$ cat config.mk
export PLATFORM = sky130hd
export DESIGN_NAME = avaliador_fitness
export DESIGN_NICKNAME = d
export VERILOG_FILES = /design/src/rtl/genetico_pkg.sv /design/src/rtl/carregador_cromossomo.sv /design/src/rtl/avaliador_fitness.sv
export SDC_FILE = /design/constraint.sdc
export NUM_CORES = 1
export LEC_CHECK = 0
export BUFFER_PORTS_ARGS = -buffer_cell sky130_fd_sc_hd__buf_2
export CORE_MARGIN = 2
export CORE_UTILIZATION = 45
export DETAILED_ROUTE_END_ITERATION = 12
export PLACE_DENSITY = 0.69
export SETUP_SLACK_MARGIN = 0.5
export SYNTH_ARGS = -nofsm -noshare
export SYNTH_HDL_FRONTEND = slang
export SYNTH_SLANG_ARGS = --single-unit
$ cat constraint.sdc
create_clock -name clk -period 2.11 [get_ports clk]
set_input_delay 0.422 -clock clk [delete_from_list [all_inputs] [get_ports clk]]
set_output_delay 0.422 -clock clk [all_outputs]
set_load 0.01 [all_outputs]
$ cat src/rtl/genetico_pkg.sv
// Shared constants, FSM encoding and width helper for the
// chromosome loader and fitness evaluator.
package genetico_pkg;

    localparam int LE_BITS    = 13;
    localparam int N_LES      = 25;
    localparam int OUT_BITS   = 5;
    localparam int CHROM_BITS = N_LES * LE_BITS + 2 * OUT_BITS;
    localparam int LOAD_BYTES = (CHROM_BITS + 7) / 8;

    typedef enum logic [1:0] {
        IDLE,
        SETTLE,
        SAMPLE,
        FINISH
    } estado_t;

    function automatic int fitness_w(input int n_in, input int n_out);
        return $clog2((2 ** n_in) * n_out + 1);
    endfunction

endpackage

$ cat src/rtl/carregador_cromossomo.sv
// Byte-serial chromosome loader: assembles LSB-first bytes in a
// shadow register and commits the whole chromosome on the last byte.
module carregador_cromossomo
    import genetico_pkg::*;
#(
    parameter int CHROM_BITS = genetico_pkg::CHROM_BITS
) (
    input  logic                  clk,
    input  logic                  rst_n,
    input  logic                  load_valid_i,
    input  logic [7:0]            load_data_i,
    input  logic                  enable_i,
    output logic                  load_ready_o,
    output logic [CHROM_BITS-1:0] cromossomo_o,
    output logic                  chrom_valid_o
);

    localparam int LB = (CHROM_BITS + 7) / 8;
    localparam int CW = $clog2(LB);

    logic [CW-1:0]         cnt_q;
    logic [(LB-1)*8-1:0]   shadow_q;
    logic [CHROM_BITS-1:0] crom_q;
    logic                  valid_q;
    logic [LB*8-1:0]       full;
    logic                  accept;
    logic                  last;

    assign load_ready_o  = enable_i;
    assign accept        = load_valid_i & enable_i;
    assign last          = (cnt_q == CW'(LB - 1));
    // Final byte goes straight into the commit, bypassing the shadow.
    assign full          = {load_data_i, shadow_q};
    assign cromossomo_o  = crom_q;
    assign chrom_valid_o = valid_q;

    always_ff @(posedge clk or negedge rst_n) begin
        if (!rst_n) begin
            cnt_q    <= '0;
            shadow_q <= '0;
            crom_q   <= '0;
            valid_q  <= 1'b0;
        end else if (accept) begin
            if (last) begin
                cnt_q   <= '0;
                crom_q  <= full[CHROM_BITS-1:0];
                valid_q <= 1'b1;
            end else begin
                cnt_q <= cnt_q + 1'b1;
                for (int k = 0; k < LB - 1; k++) begin
                    if (cnt_q == CW'(k)) begin
                        shadow_q[k*8 +: 8] <= load_data_i;
                    end
                end
            end
        end
    end

endmodule

$ cat src/rtl/avaliador_fitness.sv
// Fitness evaluator: sweeps every phenotype input vector, waits for
// settling, and counts output bits matching the host truth table.
module avaliador_fitness
    import genetico_pkg::*;
#(
    parameter int CHROM_BITS    = genetico_pkg::CHROM_BITS,
    parameter int N_IN          = 1,
    parameter int N_OUT         = 2,
    parameter int SETTLE_CYCLES = 4,
    localparam int N_VEC        = 2 ** N_IN,
    localparam int EXP_W        = N_VEC * N_OUT,
    localparam int FIT_W        = fitness_w(N_IN, N_OUT)
) (
    input  logic                  clk,
    input  logic                  rst_n,
    input  logic                  load_valid,
    input  logic [7:0]            load_data,
    output logic                  load_ready,
    input  logic [EXP_W-1:0]      expected,
    input  logic                  start,
    output logic                  busy,
    output logic                  done,
    output logic [FIT_W-1:0]      fitness,
    output logic                  chrom_valid,
    output logic [CHROM_BITS-1:0] cromossomo,
    output logic [N_IN-1:0]       chrom_in,
    input  logic [N_OUT-1:0]      chrom_out
);

    localparam int SC_W = $clog2(SETTLE_CYCLES + 1);

    estado_t          state_q;
    logic [N_IN-1:0]  v_q;
    logic [SC_W-1:0]  sc_q;
    logic [FIT_W-1:0] acc_q;
    logic [FIT_W-1:0] fit_q;
    logic             busy_q;
    logic             done_q;
    logic [N_OUT-1:0] exp_sl;
    logic [N_OUT-1:0] match;
    logic [FIT_W-1:0] hits;
    logic             load_en;

    assign load_en  = (state_q == IDLE) & ~start;
    assign busy     = busy_q;
    assign done     = done_q;
    assign fitness  = fit_q;
    assign chrom_in = v_q;

    carregador_cromossomo #(
        .CHROM_BITS(CHROM_BITS)
    ) u_carregador (
        .clk          (clk),
        .rst_n        (rst_n),
        .load_valid_i (load_valid),
        .load_data_i  (load_data),
        .enable_i     (load_en),
        .load_ready_o (load_ready),
        .cromossomo_o (cromossomo),
        .chrom_valid_o(chrom_valid)
    );

    always_comb begin
        exp_sl = '0;
        for (int v = 0; v < N_VEC; v++) begin
            if (v_q == N_IN'(v)) begin
                exp_sl = expected[v*N_OUT +: N_OUT];
            end
        end
        match = ~(chrom_out ^ exp_sl);
        hits  = '0;
        for (int b = 0; b < N_OUT; b++) begin
            hits = hits + FIT_W'(match[b]);
        end
    end

    always_ff @(posedge clk or negedge rst_n) begin
        if (!rst_n) begin
            state_q <= IDLE;
            v_q     <= '0;
            sc_q    <= '0;
            acc_q   <= '0;
            fit_q   <= '0;
            busy_q  <= 1'b0;
            done_q  <= 1'b0;
        end else begin
            done_q <= 1'b0;
            unique case (state_q)
                IDLE: begin
                    if (start && chrom_valid) begin
                        acc_q   <= '0;
                        v_q     <= '0;
                        sc_q    <= SC_W'(SETTLE_CYCLES);
                        busy_q  <= 1'b1;
                        state_q <= SETTLE;
                    end
                end
                SETTLE: begin
                    if (sc_q == SC_W'(1)) begin
                        state_q <= SAMPLE;
                    end else begin
                        sc_q <= sc_q - 1'b1;
                    end
                end
                SAMPLE: begin
                    acc_q <= acc_q + hits;
                    if (v_q == N_IN'(N_VEC - 1)) begin
                        state_q <= FINISH;
                    end else begin
                        v_q     <= v_q + 1'b1;
                        sc_q    <= SC_W'(SETTLE_CYCLES);
                        state_q <= SETTLE;
                    end
                end
                FINISH: begin
                    fit_q   <= acc_q;
                    done_q  <= 1'b1;
                    busy_q  <= 1'b0;
                    state_q <= IDLE;
                end
                default: state_q <= IDLE;
            endcase
        end
    end

endmodule
==> results of run 1 <==
registers in the layout (all words and copies together) (netlist names):
signal / cells
u_carregador.chrom_valid_o: 1
sc_q: 3
state_q: 2
busy: 1
u_carregador.cromossomo_o: 335
acc_q: 3
u_carregador.cnt_q: 6
done: 1
fitness: 3
chrom_in: 1
u_carregador.shadow_q: 328
area by class of cell:
class	instances	area share, %
Sequential cell	684	49.7
Multi-Input combinational cell	797	28.8
Timing Repair Buffer	522	12.0
Clock buffer	99	5.97
Tap cell	765	2.78
Clock inverter	25	0.640
Inverter	9	0.0982
Antenna cell	1	0.00727
power by group through the flow:
stage	combinational, W	sequential (W)	clock, W
2_1_floorplan	0.00402	0.0172	0
3_3_place_gp	0.00737	0.0169	0
3_5_place_dp	0.00757	0.0170	0
4_1_cts	0.00763	0.0168	0.0125
5_1_grt	0.00872	0.0171	0.0130
6_report	0.00814	0.0168	0.0122
worst paths after layout:
check | from | to | slack [ps] | cells past startpoint
min in group clk | start | chrom_in$_DFFE_PN0P_ | 400 | 5
worst min-delay path | rst_n | u_carregador.shadow_q[73]$_DFFE_PN0P_ | 330 | 2
worst min register to register | u_carregador.shadow_q[151]$_DFFE_PN0P_ | u_carregador.cromossomo_o[151]$_DFFE_PN0P_ | 490 | 1
max in group asynchronous | rst_n | u_carregador.shadow_q[217]$_DFFE_PN0P_ | 950 | 4
worst max-delay path | state_q[0]$_DFFE_PN0P_ | u_carregador.cromossomo_o[181]$_DFFE_PN0P_ | -80 | 7
worst max register to register | state_q[0]$_DFFE_PN0P_ | u_carregador.cromossomo_o[181]$_DFFE_PN0P_ | -80 | 7
cell families after synthesis:
family,Yosys count,synth area share (%)
flops,684,65.0
xor+xnor,3,0.0998
mux,669,28.7
fa+ha+maj,8,0.409
compound gates,25,0.613
simple gates,92,2.94
buf+inv,107,2.22
routing by layer:
layer | GRT usage [%] | routed length, um | part of all wire, %
met1 | 29.6 | 30200 | 44
met2 | 35.1 | 33100 | 48
met4 | 6.01 | 1280 | 1.9
met3 | 4.78 | 3740 | 5.5
met5 | 0 | 0 | 0
Yosys cell counts (all sizes together), types with 2 or more instances:
cell,n
a22o,3
o21ai,7
nor4,3
inv,9
clkbuf,49
ha,7
nor3b,2
nor2b,5
or2,2
nand3,7
xor2,2
or4b,2
o211ai,4
mux2i,3
dfrtp,684
mux2,666
nand2,9
nand2b,4
buf,49
o22ai,3
a21oi,4
nand3b,8
nor3,14
nand4,19
or3,2
or4,3
o2bb2ai,2
nor2,5
timing repair:
action,in CTS,in global routing
setup buffers,2,20
pin swaps,0,12
hold buffers,1,0
endpoints found under the setup margin,733,727
hold endpoints to repair,27,0
gates resized for setup,12,100
gates cloned,0,22
stage by stage:
step                      hold slack [ps]  instance area, sq um  TNS, ps  utilization, %
final                                 332                 34400    -8990            59.5
after global placement                366                 31000   -71830            53.6
after CTS                             317                 33300   -18010            57.7
after floorplan                       126                 27500   -29630               -
after global routing                  355                 34400   -24080            59.5
after detailed placement              363                 31000   -76340            53.6
worst max-delay path, delay by kind of cell, from the launching register on:
| kind | cells | cell delay (ps) |
|---|---|---|
| flops | 1 | 380 |
| simple gates | 2 | 790 |
| buf+inv | 4 | 600 |
| mux | 1 | 300 |
==> flow_summary.json, run 1 <==
{
  "yosys_warnings": 0,
  "synth-edff-count": 0,
  "max_slew.worst_pin.slew_ps": 772,
  "place_congestion": 0.823,
  "cpMaxStageDelayCell": "or4b_4",
  "crit_path_max_incr_delay_ps": 600,
  "cp.required_ps": 2580,
  "fin_crit_ps": 2190,
  "cts_sinks": 684,
  "cts-buffers-inserted": 71,
  "p_switching_w": 0.0104,
  "dr.pass1.iters": 4,
  "syn-mean-instance-area_sq_um": 16.6,
  "crit_top_cell": "buf_12",
  "core-area_sq_um": 57800,
  "fp.dieH_um": 246,
  "crit_path_cell_trace": "or4b_4 > nor3_4 > buf_12 > buf_12 > buf_12 > clkbuf_16 > mux2_4",
  "die_w_um": 246,
  "worstSetupEndpointType": "flip-flop",
  "routed_wl_mm": 68.2,
  "cellInternalPower_w": 0.0267,
  "die_area_sq_um": 60500,
  "p_per_area_nw_per_um2": 1080,
  "yosysTopAreaCell": "dfrtp_1",
  "worstPathArrival_ps": 2660,
  "port_buffers": 360,
  "clk_latency_ps": 600,
  "synth_top_area_share_pct": 65.0,
  "dr.first_iter.drc_count": 768,
  "maxCapViolCount": 0,
  "violations": "setup timing",
  "grt_max_degree": 84,
  "synth_area_sq_um": 26300,
  "power_frac_comb_pct": 21.9,
  "cts-root-buf": "clkbuf_16",
  "synthTopCellsByArea": "dfrtp_1 65%, mux2_2 28%, nor3_4 0.74%, clkbuf_1 0.70%, buf_4 0.60%",
  "fin_ws_ps": -81.9,
  "dp_cells": 2732,
  "slew_headroom_pct": 48.5,
  "seq_area_sq_um": 17100,
  "ir_drop_mv": 0.807,
  "max_freq_mhz": 456,
  "drc_errors": 0,
  "p_sw_share_pct": 28.0,
  "multi_input_area_sq_um": 9910,
  "fin_crit_sh_pct": 104,
  "worstPathMaxFanout": 7,
  "dp_slack_ps": -255,
  "clock_path_buffers": 3,
  "seqPwrFrac_pct": 45.3,
  "ys_seq_area_share_pct": 65.0,
  "p_total_w": 0.0372,
  "layout_common_cells": "684 x dfrtp_1, 359 x buf_2, 338 x mux2_4, 328 x mux2_2, 86 x clkbuf_16",
  "synth_cell_types": 49,
  "drive_gt1_share_pct": 62.3,
  "final_common_cell": "dfrtp_1",
  "leakagePower_nw": 17.9,
  "clkTransAtPathRegs_ps": 60,
  "grt_usage_pct": 21.7,
  "overflow": 0,
  "syn_nets": 1614,
  "ant_nets": 0,
  "grt_pass1_wl_mm": 99.9,
  "synthCells": 1588,
  "fillerInstances": 4287,
  "finalNonFillerCells": 2902,
  "ys_ff_latch": 684,
  "std_cell_rows": 88,
  "antenna_found_initial": 2,
  "start_kind": "flip-flop",
  "setup_viol_count_final": 203,
  "vias": 15400,
  "htreeDepth": 3,
  "rsz0062_at_grt": "yes",
  "ys.flop_type": "dfrtp_1",
  "final_nets": 2111,
  "ios": 361,
  "holdCritPathClass": "primary input to asynchronous set/reset pin",
  "start_util_pct": 45.6,
  "hpwl_mm": 42.2,
  "finalHoldViolations": 0,
  "run_status": "finished, violations left",
  "tritoncts": "built",
  "skew_ps": 22.5,
  "grt_pass1_vias": 16200,
  "wl_per_cell_um": 23.5,
  "synthArstFlopShare_pct": 100,
  "slew_violations": 0,
  "area_growth_pct": 30.7,
  "critPathKind": "flip-flop to flip-flop",
  "pwr-share-clk_pct": 32.8,
  "vias_per_cell": 5.30
}
Note: power is estimated with default switching activity, not from simulation.
==> run 2: changes to the inputs <==
- CORE_UTILIZATION: 45 -> 32
- PLACE_DENSITY: 0.69 -> 0.53
- RECOVER_POWER: unset -> 25
==> run 2 against run 1 <==
  * Final area up 1.6%
  * Largest cell class unchanged
  * The run still ends with setup timing left
  * Critical endpoint is now u_carregador.cromossomo_o[155]$_DFFE_PN0P_
  * Clock-buffer cell count up 18
  * Register-to-register slack about the same
  * Critical path type unchanged
  * Cell count up 11%
==> flow_summary.json, run 2 (synthesized netlist as in run 1, its figures left out) <==
{
  "run_status": "finished, violations left",
  "violations": "setup timing",
  "htreeDepth": 3,
  "min_delay_path_depth": 5,
  "r2r_end": "u_carregador.cromossomo_o[155]$_DFFE_PN0P_",
  "fillerInstances": 7329,
  "slew_headroom_pct": 35.6,
  "worstPathArrival_ps": 2680,
  "seq_area_sq_um": 17100,
  "worstSetupEndpointType": "flip-flop",
  "rsz0062_at_grt": "yes",
  "antenna_found_initial": 4,
  "final_nets": 2107,
  "ant_nets": 0,
  "tritoncts": "built",
  "finalHoldViolations": 0,
  "setup_viol_count_final": 329,
  "max_freq_mhz": 457,
  "place_congestion": 0.771,
  "drc_errors": 0,
  "layout_common_cells": "684 x dfrtp_1, 359 x buf_2, 349 x mux2_2, 317 x mux2_4, 94 x clkbuf_16",
  "rrSetupSlack_ps": -80,
  "cts-root-buf": "clkbuf_16",
  "start_util_pct": 32.2,
  "crit_path_max_incr_delay_ps": 600,
  "area_growth_pct": 32.8,
  "vias": 15300,
  "maxCapViolCount": 0,
  "grt_max_degree": 108,
  "dr.first_iter.drc_count": 611,
  "worstRegToRegCells": 6,
  "worstPathMaxFanout": 19,
  "cp.required_ps": 2600,
  "fp.dieH_um": 291,
  "core-area_sq_um": 81700,
  "cts_sinks": 684,
  "routed_wl_mm": 73.9,
  "dr.pass1.iters": 5,
  "holdPathEnd": "chrom_in$_DFFE_PN0P_",
  "die_area_sq_um": 84600,
  "largest_reg_flops": 335,
  "p_per_area_nw_per_um2": 1100,
  "crit_path_cell_trace": "or4b_4 > nor3_4 > buf_6 > buf_12 > buf_16 > mux2_4",
  "vias_per_cell": 4.75,
  "fin_crit_sh_pct": 104,
  "grt_pass1_wl_mm": 109,
  "grt_usage_pct": 16.9,
  "std_cell_rows": 105,
  "holdCritPathClass": "primary input to flip-flop",
  "port_buffers": 360,
  "wl_per_cell_um": 22.9,
  "multi_input_area_sq_um": 9820,
  "hp-start": "start",
  "leakagePower_nw": 18.0,
  "final_util_pct": 42.8,
  "critPathKind": "flip-flop to flip-flop",
  "p_total_w": 0.0386,
  "ir_drop_mv": 0.664,
  "rr_startpoint": "state_q[0]$_DFFE_PN0P_",
  "overflow": 0,
  "fin_ws_ps": -79.3,
  "die_w_um": 291,
  "skew_ps": 15.4,
  "max_slew.worst_pin.slew_ps": 966,
  "hold_ws_ps": 347,
  "clkTransAtPathRegs_ps": 60,
  "slew_violations": 0,
  "ios": 361,
  "fin_crit_ps": 2190,
  "cpMaxStageDelayCell": "or4b_4",
  "final_common_cell": "dfrtp_1",
  "drive_gt1_share_pct": 61.8,
  "cts-buffers-inserted": 78,
  "hpwl_mm": 45.3,
  "grt_pass1_vias": 16400,
  "start_kind": "flip-flop",
  "clock_path_buffers": 3,
  "clk_latency_ps": 610
}
==> run 2: layer usage <==
metal	routed length [um]	up-vias	GRT usage [%]	part of all wire, %
met3	3630	84	3.95	4.9
met2	35100	345	27.2	47
met4	1260	0	4.76	1.7
li1	-	6668	-	-
met5	0	-	0	0
met1	33900	8193	22.9	46
==> run 2: cell type report <==
cell class,instances,area share [%]
Antenna cell,5,0.0358
Clock buffer,117,6.64
Clock inverter,28,0.959
Inverter,9,0.0966
Multi-Input combinational cell,797,28.1
Sequential cell,684,49.0
Tap cell,1070,3.83
Timing Repair Buffer,511,11.4
==> run 2: how the worst max path moves through the flow <==
stage / from / endpoint / slack, ps / depth (start not counted)
2_1_floorplan: start / u_carregador.shadow_q[99]$_DFFE_PN0P_ / -160 / 6
3_3_place_gp: start / u_carregador.shadow_q[194]$_DFFE_PN0P_ / -270 / 6
3_5_place_dp: start / u_carregador.shadow_q[44]$_DFFE_PN0P_ / -300 / 6
4_1_cts: state_q[0]$_DFFE_PN0P_ / u_carregador.shadow_q[44]$_DFFE_PN0P_ / -90 / 5
6_report: state_q[0]$_DFFE_PN0P_ / u_carregador.cromossomo_o[155]$_DFFE_PN0P_ / -80 / 6
5_1_grt: state_q[0]$_DFFE_PN0P_ / u_carregador.cromossomo_o[230]$_DFFE_PN0P_ / -120 / 6
==> run 2: critical path, delay by kind of cell, from the launching register on <==
kind,cells,cell delay (ps)
simple gates,2,780
buf+inv,3,550
flops,1,380
mux,1,320
==> run 2: metrics by stage <==
stage               cell area, sq um  setup TNS, ps  setup WS [ps]  instances
floorplan                      27500         -29630           -156       1588
global placement               31500         -93420           -270       3042
detailed placement             31500        -101700           -301       3042
CTS                            34200         -17940          -85.3       3191
global route                   35000         -33960           -124       3220
finish                         35000         -13430          -79.3       3221
==> run 2: what timing repair did <==
item	CTS	global route
setup endpoints to repair	878	900
hold buffers	1	0
endpoints found under the hold margin	49	0
pin swaps	2	4
gates resized for setup	9	82
gates cloned	1	19
buffers inserted	2	6
==> run 2: power breakdown <==
part	switching (W)	leakage, nW	internal, W
combinational	0.00378	7.36	0.00418
clock	0.00557	1.31	0.00828
sequential	0.00145	9.36	0.0153
